===== src/rtl/led_show_pkg.sv =====
// Shared types and constants for the LED show controller: FSM encoding,
// mode codes and the initial/boundary patterns of each display mode.
package led_show_pkg;

  // Three-bit encoding leaves spare codes; the controller steers them back to SCAN_R.
  typedef enum logic [2:0] {
    ST_SCAN_R = 3'd0,
    ST_SCAN_L = 3'd1,
    ST_FILL   = 3'd2,
    ST_BLINK  = 3'd3
  } state_e;

  localparam logic [1:0] MODE_SCAN  = 2'd0;
  localparam logic [1:0] MODE_FILL  = 2'd1;
  localparam logic [1:0] MODE_BLINK = 2'd2;

  localparam logic [7:0] SCAN_RED_INIT  = 8'hE0;
  localparam logic [7:0] SCAN_GRN_INIT  = 8'h00;
  localparam logic [7:0] FILL_RED_INIT  = 8'h80;
  localparam logic [7:0] BLINK_RED_INIT = 8'hFF;
  localparam logic [7:0] BLINK_GRN_INIT = 8'h00;

  localparam logic [7:0] SCAN_R_LAST  = 8'h07;
  localparam logic [7:0] SCAN_L_FIRST = 8'h0E;
  localparam logic [7:0] SCAN_L_LAST  = 8'hE0;
  localparam logic [7:0] SCAN_R_FIRST = 8'h70;
  localparam logic [7:0] FILL_FULL    = 8'hFF;

  function automatic logic [1:0] mode_of(state_e s);
    case (s)
      ST_FILL:  mode_of = MODE_FILL;
      ST_BLINK: mode_of = MODE_BLINK;
      default:  mode_of = MODE_SCAN;
    endcase
  endfunction

endpackage


===== src/rtl/led_show_if.sv =====
// Control/display bundle of the LED show controller. The pause wire exists
// only when LED_SHOW_PAUSE_EN is defined.
interface led_show_if;
  logic       mode_next;
`ifdef LED_SHOW_PAUSE_EN
  logic       pause;
`endif
  logic [7:0] shift_red;
  logic [7:0] shift_green;
  logic       ctl_bit;
  logic [1:0] mode;
  logic       tick;

`ifdef LED_SHOW_PAUSE_EN
  modport master (output mode_next, pause,
                  input  shift_red, shift_green, ctl_bit, mode, tick);
  modport slave  (input  mode_next, pause,
                  output shift_red, shift_green, ctl_bit, mode, tick);
`else
  modport master (output mode_next,
                  input  shift_red, shift_green, ctl_bit, mode, tick);
  modport slave  (input  mode_next,
                  output shift_red, shift_green, ctl_bit, mode, tick);
`endif
endinterface


===== src/rtl/led_tick_gen.sv =====
// Free-running prescaler: strobes tick while the count is all-ones.
// clr restarts the count; hold freezes it and masks the strobe.
module led_tick_gen #(
  parameter int DIV_W = 20
) (
  input  logic clk,
  input  logic reset,
  input  logic clr,
  input  logic hold,
  output logic tick
);

  logic [DIV_W-1:0] cnt_q, cnt_d;

  always_comb begin
    cnt_d = cnt_q;
    if (clr)        cnt_d = '0;
    else if (!hold) cnt_d = cnt_q + DIV_W'(1);
  end

  always_ff @(posedge clk) begin
    if (reset) cnt_q <= '0;
    else       cnt_q <= cnt_d;
  end

  assign tick = (&cnt_q) & ~hold;

endmodule


===== src/rtl/led_show_ctrl.sv =====
// LED show controller: SCAN / FILL / BLINK patterns stepped by a prescaler.
// Optional pause input enabled by defining LED_SHOW_PAUSE_EN.
module led_show_ctrl
  import led_show_pkg::*;
#(
  parameter int DIV_W = 20
) (
  input  logic       clk,
  input  logic       reset,
  led_show_if.slave  bus
);

  state_e     state_q, state_d;
  logic [7:0] red_q, red_d;
  logic [7:0] green_q, green_d;
  logic [1:0] mode_q;
  logic       tick;
  logic       hold;

`ifdef LED_SHOW_PAUSE_EN
  assign hold = bus.pause;
`else
  assign hold = 1'b0;
`endif

  led_tick_gen #(.DIV_W(DIV_W)) u_tick (
    .clk   (clk),
    .reset (reset),
    .clr   (bus.mode_next),
    .hold  (hold),
    .tick  (tick)
  );

  always_comb begin
    state_d = state_q;
    red_d   = red_q;
    green_d = green_q;
    case (state_q)
      ST_SCAN_R, ST_SCAN_L, ST_FILL, ST_BLINK: begin
        // A mode change wins over a coincident step; the step is dropped.
        if (bus.mode_next) begin
          case (state_q)
            ST_FILL: begin
              state_d = ST_BLINK;
              red_d   = BLINK_RED_INIT;
              green_d = BLINK_GRN_INIT;
            end
            ST_BLINK: begin
              state_d = ST_SCAN_R;
              red_d   = SCAN_RED_INIT;
              green_d = SCAN_GRN_INIT;
            end
            default: begin
              state_d = ST_FILL;
              red_d   = FILL_RED_INIT;
              green_d = 8'h00;
            end
          endcase
        end else if (tick) begin
          case (state_q)
            ST_SCAN_R: begin
              if (red_q == SCAN_R_LAST) begin
                state_d = ST_SCAN_L;
                red_d   = 8'h00;
                green_d = SCAN_L_FIRST;
              end else begin
                red_d   = red_q >> 1;
              end
            end
            ST_SCAN_L: begin
              if (green_q == SCAN_L_LAST) begin
                state_d = ST_SCAN_R;
                red_d   = SCAN_R_FIRST;
                green_d = 8'h00;
              end else begin
                green_d = green_q << 1;
              end
            end
            ST_FILL: begin
              green_d = 8'h00;
              if (red_q == FILL_FULL) red_d = 8'h00;
              else                    red_d = {1'b1, red_q[7:1]};
            end
            default: begin
              red_d   = ~red_q;
              green_d = ~green_q;
            end
          endcase
        end
      end
      default: begin
        state_d = ST_SCAN_R;
        red_d   = SCAN_RED_INIT;
        green_d = SCAN_GRN_INIT;
      end
    endcase
  end

  always_ff @(posedge clk) begin
    if (reset) begin
      state_q <= ST_SCAN_R;
      red_q   <= SCAN_RED_INIT;
      green_q <= SCAN_GRN_INIT;
      mode_q  <= MODE_SCAN;
    end else begin
      state_q <= state_d;
      red_q   <= red_d;
      green_q <= green_d;
      mode_q  <= mode_of(state_d);
    end
  end

  assign bus.shift_red   = red_q;
  assign bus.shift_green = green_q;
  assign bus.mode        = mode_q;
  assign bus.tick        = tick;
  assign bus.ctl_bit     = 1'b1;

endmodule


===== src/flat_wrapper.sv =====
// flat-port wrapper written by rule: the top's interface ports become plain ports
module led_show_ctrl_flat import led_show_pkg::*;
#(
  parameter int DIV_W = 20
)
  (clk, reset, bus_mode_next, bus_shift_red, bus_shift_green, bus_ctl_bit, bus_mode, bus_tick);
  led_show_if bus_i ();
  input  logic clk;
  input  logic reset;
  input wire logic [$bits(bus_i.mode_next)-1:0] bus_mode_next;
  output wire logic [$bits(bus_i.shift_red)-1:0] bus_shift_red;
  output wire logic [$bits(bus_i.shift_green)-1:0] bus_shift_green;
  output wire logic [$bits(bus_i.ctl_bit)-1:0] bus_ctl_bit;
  output wire logic [$bits(bus_i.mode)-1:0] bus_mode;
  output wire logic [$bits(bus_i.tick)-1:0] bus_tick;
  assign bus_i.mode_next = bus_mode_next;
  assign bus_shift_red = bus_i.shift_red;
  assign bus_shift_green = bus_i.shift_green;
  assign bus_ctl_bit = bus_i.ctl_bit;
  assign bus_mode = bus_i.mode;
  assign bus_tick = bus_i.tick;
  led_show_ctrl #(.DIV_W(DIV_W)) u_core (.clk(clk), .reset(reset), .bus(bus_i));
endmodule

===== config.mk =====
export PLATFORM = sky130hd
export DESIGN_NAME = led_show_ctrl_flat
export DESIGN_NICKNAME = d
export VERILOG_FILES = /design/src/rtl/led_show_pkg.sv /design/src/rtl/led_show_if.sv /design/src/rtl/led_tick_gen.sv /design/src/rtl/led_show_ctrl.sv /design/src/flat_wrapper.sv
export SDC_FILE = /design/constraint.sdc
export NUM_CORES = 1
export LEC_CHECK = 0
export CORE_MARGIN = 2
export CORE_UTILIZATION = 45
export CTS_CLUSTER_SIZE = 40
export DETAILED_ROUTE_END_ITERATION = 7
export GPL_TIMING_DRIVEN = 0
export PLACE_DENSITY = 0.69
export SETUP_SLACK_MARGIN = 0.05
export SLEW_MARGIN = 20
export SYNTH_ARGS = -nofsm -noshare
export SYNTH_HDL_FRONTEND = slang
export SYNTH_SLANG_ARGS = --single-unit
export TNS_END_PERCENT = 50

===== constraint.sdc =====
create_clock -name clk -period 2.4 [get_ports clk]
set_input_delay 0.6 -clock clk [delete_from_list [all_inputs] [get_ports clk]]
set_output_delay 0.6 -clock clk [all_outputs]
set_load 0.01 [all_outputs]

# == Word level (Yosys, flattened, before mapping) ==
# Index checks and enable logic that the tools add are counted.
# Widths: inputs -> output; s select.
# classes
addsub,1
eq_ne,10
mux,18
bitwise_logic,3
reduce_logical,9
# op_table
operator,count
$mux 8,6
$pmux 8 s3,2
$reduce_and 21->1,1
$add 20x1->20 const B,1
$reduce_and 20->1,1
$eq 8x8->1 const B,2
$not 8->8,2
$mux 3,5
$pmux 7 s2,1
$eq 3x2->1 const B,4
$eq 8x3->1 const B,1
$pmux 2 s2,2
$mux 7,1
$pmux 3 s2,1
$reduce_or 2->1,2
$reduce_or 4->1,1
$eq 3x1->1 const B,1
$logic_not 3->1,1
$ne 3x2->1 const B,1
$reduce_or 3->1,1
$ne 2x1->1 const B,1
$reduce_and 2->1,1
$reduce_bool 2->1,1
$not 1->1,1
# word_totals
register_bits,41
out_inout_bits,20
wordCells,46

# == Longest topological paths before layout ==
# depth
depth_word,8
ltp_mapped,7
depth_no_buf,6

# == Hierarchy ==
# Synthesis repeated with hierarchy kept, for this count alone.
# unflattened
cells_unflattened,249
hier_area_um2,2080.7
# modules_own_cells
mod,instances,cells_each,area_per_inst_um2,seq_area_each_um2
led_show_ctrl,1,144,1144.8,420.4
led_tick_gen,1,105,935.9,400.4

# == Worst setup path after synthesis ==
# No wires, ideal clock.
# synth_path
kind,flip-flop to output port
from,reg u_core.u_tick.cnt_q[0]
to,out bus_tick
t_arrival_ns,1.485
slack_ns,0.315
path_stages_with_launch,6
n_path_buf,1
cell_sequence,dfxtp_1 > ha_1 > and3_1 > clkbuf_1 > nand4_2 > nor3_1
# synth_via
elab_chain_len,1
# synth_rtl
element,line_no,text
"start, declared",led_tick_gen.sv:13,"logic [DIV_W-1:0] cnt_q, cnt_d;"
"start signal, assigned",led_tick_gen.sv:23,else cnt_q <= cnt_d;
$reduce_and 20->1,led_tick_gen.sv:26,assign tick = (&cnt_q) & ~hold;
"end, declared",flat_wrapper.sv:15,output wire logic [$bits(bus_i.tick)-1:0] bus_tick;
# Every way passes these cells.

# == Worst setup path after layout ==
# layout_path
from,"reg u_core.red_q[7], in the netlist u_core.bus.shift_red[7]"
to,"reg u_core.green_q[6], in the netlist u_core.bus.shift_green[6]"
# layout_via
elab_chain_len,3
# layout_rtl
element,line_no,text
"start, declared",led_show_ctrl.sv:14,"logic [7:0] red_q, red_d;"
"start signal, assigned",led_show_ctrl.sv:107,red_q <= red_d;
$eq 8x3->1,led_show_ctrl.sv:62,if (red_q == SCAN_R_LAST) begin
$ne 2x1->1 (no line),--,
$reduce_and 21->1 (no line),--,
"end signal, assigned",led_show_ctrl.sv:108,green_q <= green_d;
"end, declared",led_show_ctrl.sv:15,"logic [7:0] green_q, green_d;"
# Every way passes these cells.
# A chain may end at the register's enable or synchronous reset.

==> results.tsv <==
metric	value	unit
outcome	finished, final reports clean	
drc	0	
pwr-share-comb	6.2	%
die_area	0.004989	sq mm
fmax	442.5	MHz
avgViaCountPerCell	5.430	
fill_cells	425	
internal_power	1.138	mW
synth_cells	246	
rsz0062_at_grt	yes	
drtIter0Drc	128	
placed_cells	319	
cp_slowest_cell	or4_1	
crit_chain	or4_1 > o31a_1 > nor4_2 > buf_2 > nor2_1 > a211oi_1	
grt_pass1_vias	1640	
syn_area	0.001998	sq mm
seq_area_frac_synth	41.08	%
htreeDepth	2	
final_area	0.002454	sq mm
power_frac_seq	48.2	%
rows	24	
syn_to_final_growth	22.79	%
fin_ws	0.1403	ns
place_area	0.002273	sq mm
ys_ff_latch	41	
cts_buffers	5	
drive_gt1_share	10.14	%
syn-mean-instance-area	8.123	sq um
wl_per_cell	12.82	microns
grt_max_degree	14	
final_nets	279	
p_sw_share	21.31	%
cts.sinks	41	
cts_root_buffer	clkbuf_8	
synth_area_leader_cell	dfxtp_1	
die_h	70.64	microns
fin_crit_sh	94.16	%
leakage	0.8538	nW
grt_overflow	0	
synth_edf_count	0	
crit_family	simple AND/OR/NAND/NOR gates	
hpwl	2943	microns
ys.flop_type	dfxtp_1	
crit_fanout	10	
synth_area_leaders	dfxtp_1 41%, nor2_1 7.0%, a21oi_1 5.3%	
min_period	2.260	ns
power_density	589.4	mW/mm^2
grt_pass1_wl	7334	microns
worstSetupStartpointType	flip-flop	
place_ws	-0.3910	ns
synth_fp_nets	250	
ys_warn_count	0	
cap_violations	0	
clk_path_buf_depth	2	
core	0.004324	sq mm
critPathBufInv	1	
cp.arrival	2.48	ns
totalWireLength	4205	microns
slowest_delay	0.60	ns
cp.required	2.62	ns
worstMarginPinSlew	0.8117	ns
antenna_found_initial	0	
p_sw	308.1	uW
finish.utilization	56.74	%
path_class	reg2reg	
relSlewSlack	45.77	%
synthArstFlopShare	0	%
die_x	70.64	microns
instances_no_fill	328	
hold_viol	0	
worstSkewPairLatency	0.30	ns
p_clk_share	45.6	%
grt_usage	18.33	%
place.gp.congestion	0.8322	
clkSlewWorstSetupHoldPaths	0.08	ns
num_vias	1781	
finalSetupViolations	0	
cts_tree	built	
antenna_cells	0	
end_kind	flip-flop	
start_util	46.21	%
ant_nets	0	
slew_viol_final	0	
synth_top_area_share	41.08	%
final.setup.tns	0	ns
io_pins	23	
placement.io_buffers	21	
first_pass_iters	4	
synth.distinct_cells	43	
finClkSkew	0.005776	ns
peakVddDrop	424.4	uV
hp-class	reg2reg	
[worst reg2reg max path, stage by stage, from the launching register on]
cell and delay, ns:
dfxtp_1 0.37, or4_1 0.60, o31a_1 0.33, nor4_2 0.36, buf_2 0.29, nor2_1 0.06, a211oi_1 0.18
[layout make-up]
| type | count | area, sq um | area share [%] |
|---|---|---|---|
| repair buffers | 24 | 227.7 | 9.281 |
| plain buffers | 11 | 50.05 | 2.040 |
| flip-flops and latches | 41 | 824.5 | 33.61 |
| clock buffers | 5 | 68.82 | 2.805 |
| clock inverters | 3 | 65.06 | 2.652 |
| multi-input cells | 183 | 1119 | 45.59 |
| inverters | 9 | 33.78 | 1.377 |
| well taps | 52 | 65.06 | 2.652 |
[logic make-up after synthesis]
logic type	synth area share (%)
other	0.3758
DFF	41.08
buffers and inverters	4.446
muxes	3.507
AOI/OAI and AO/OA	15.47
xor gates and xnor gates	7.013
adders and majority gates	0.6261
and+or+nand+nor	27.49
[metal layers]
| layer | wire length [microns] | GRT usage, % |
|---|---|---|
| met4 | 66 | 8.176 |
| met3 | 229 | 5.128 |
| met2 | 1751 | 26.73 |
| met5 | 0 | 0 |
| met1 | 2158 | 25.36 |
[through the flow]
stage          total power, mW  hold WS [ns]
3_3_place_gp            0.8000        0.4457
6_report                 1.446        0.4705
2_1_floorplan           0.7708        0.4261
3_5_place_dp            0.8008        0.4609
5_1_grt                  1.504        0.4966
4_1_cts                  1.453        0.4781
[synth_stat cells (2+ instances only)]
master	n
a211oi_1	5
a21oi_1	21
a31oi_1	2
and2_1	3
and3_1	3
and4_1	2
buf_2	2
clkbuf_1	9
conb_1	2
dfxtp_1	41
inv_1	8
mux2i_1	7
nand2_1	19
nand3_1	6
nand4_1	5
nor2_1	37
nor2b_1	2
nor3_1	10
nor3b_1	2
nor4_1	3
o21ai_0	13
o221ai_1	2
o22ai_1	3
o31ai_1	2
or3_1	5
xnor2_1	8
xor2_1	8
[registers in the layout (all words and copies together), names as in the netlist]
register                cells
u_core.u_tick.cnt_q        20
u_core.bus.shift_green      8
u_core.bus.shift_red        8
u_core.state_q              3
u_core.bus.mode             2
[cells in the final DEF (no fill, tap or decap), drive strengths merged, types with 6 or more instances in the layout]
cell,n
nand2,19
a21oi,21
dfxtp,41
buf,7
clkbuf,13
xor2,8
clkdlybuf4s50,20
xnor2,8
mux2i,7
o21ai,13
nor2,37
inv,8
nand4,6
nand3,6
nor3,10
[final timing paths]
path	cells after the start	from	slack, ns	to
worst max-delay path	6	u_core.bus.shift_red[7]$_SDFFE_PP1P_	0.14	u_core.bus.shift_green[6]$_SDFFE_PP0P_
worst min register to register	1	u_core.u_tick.cnt_q[0]$_SDFF_PP0_	0.47	u_core.u_tick.cnt_q[0]$_SDFF_PP0_
worst min-delay path	1	u_core.u_tick.cnt_q[0]$_SDFF_PP0_	0.47	u_core.u_tick.cnt_q[0]$_SDFF_PP0_
worst max register to register	6	u_core.bus.shift_red[7]$_SDFFE_PP1P_	0.14	u_core.bus.shift_green[6]$_SDFFE_PP0P_
[power groups by stage]
stage,combinational (mW),clock [mW],sequential (mW)
6_report,0.0890,0.660,0.697
5_1_grt,0.100,0.705,0.699
4_1_cts,0.0883,0.667,0.697
3_5_place_dp,0.0874,0,0.713
3_3_place_gp,0.0870,0,0.713
2_1_floorplan,0.0565,0,0.714
[timing repair]
action                     CTS  global route
setup buffers                1             2
hold buffers                 0             0
hold endpoints to repair     0             0
setup endpoints to repair    7            10
resized for setup            7             7
pin swaps                    1             2
Note: power is estimated with default switching activity, not from simulation.
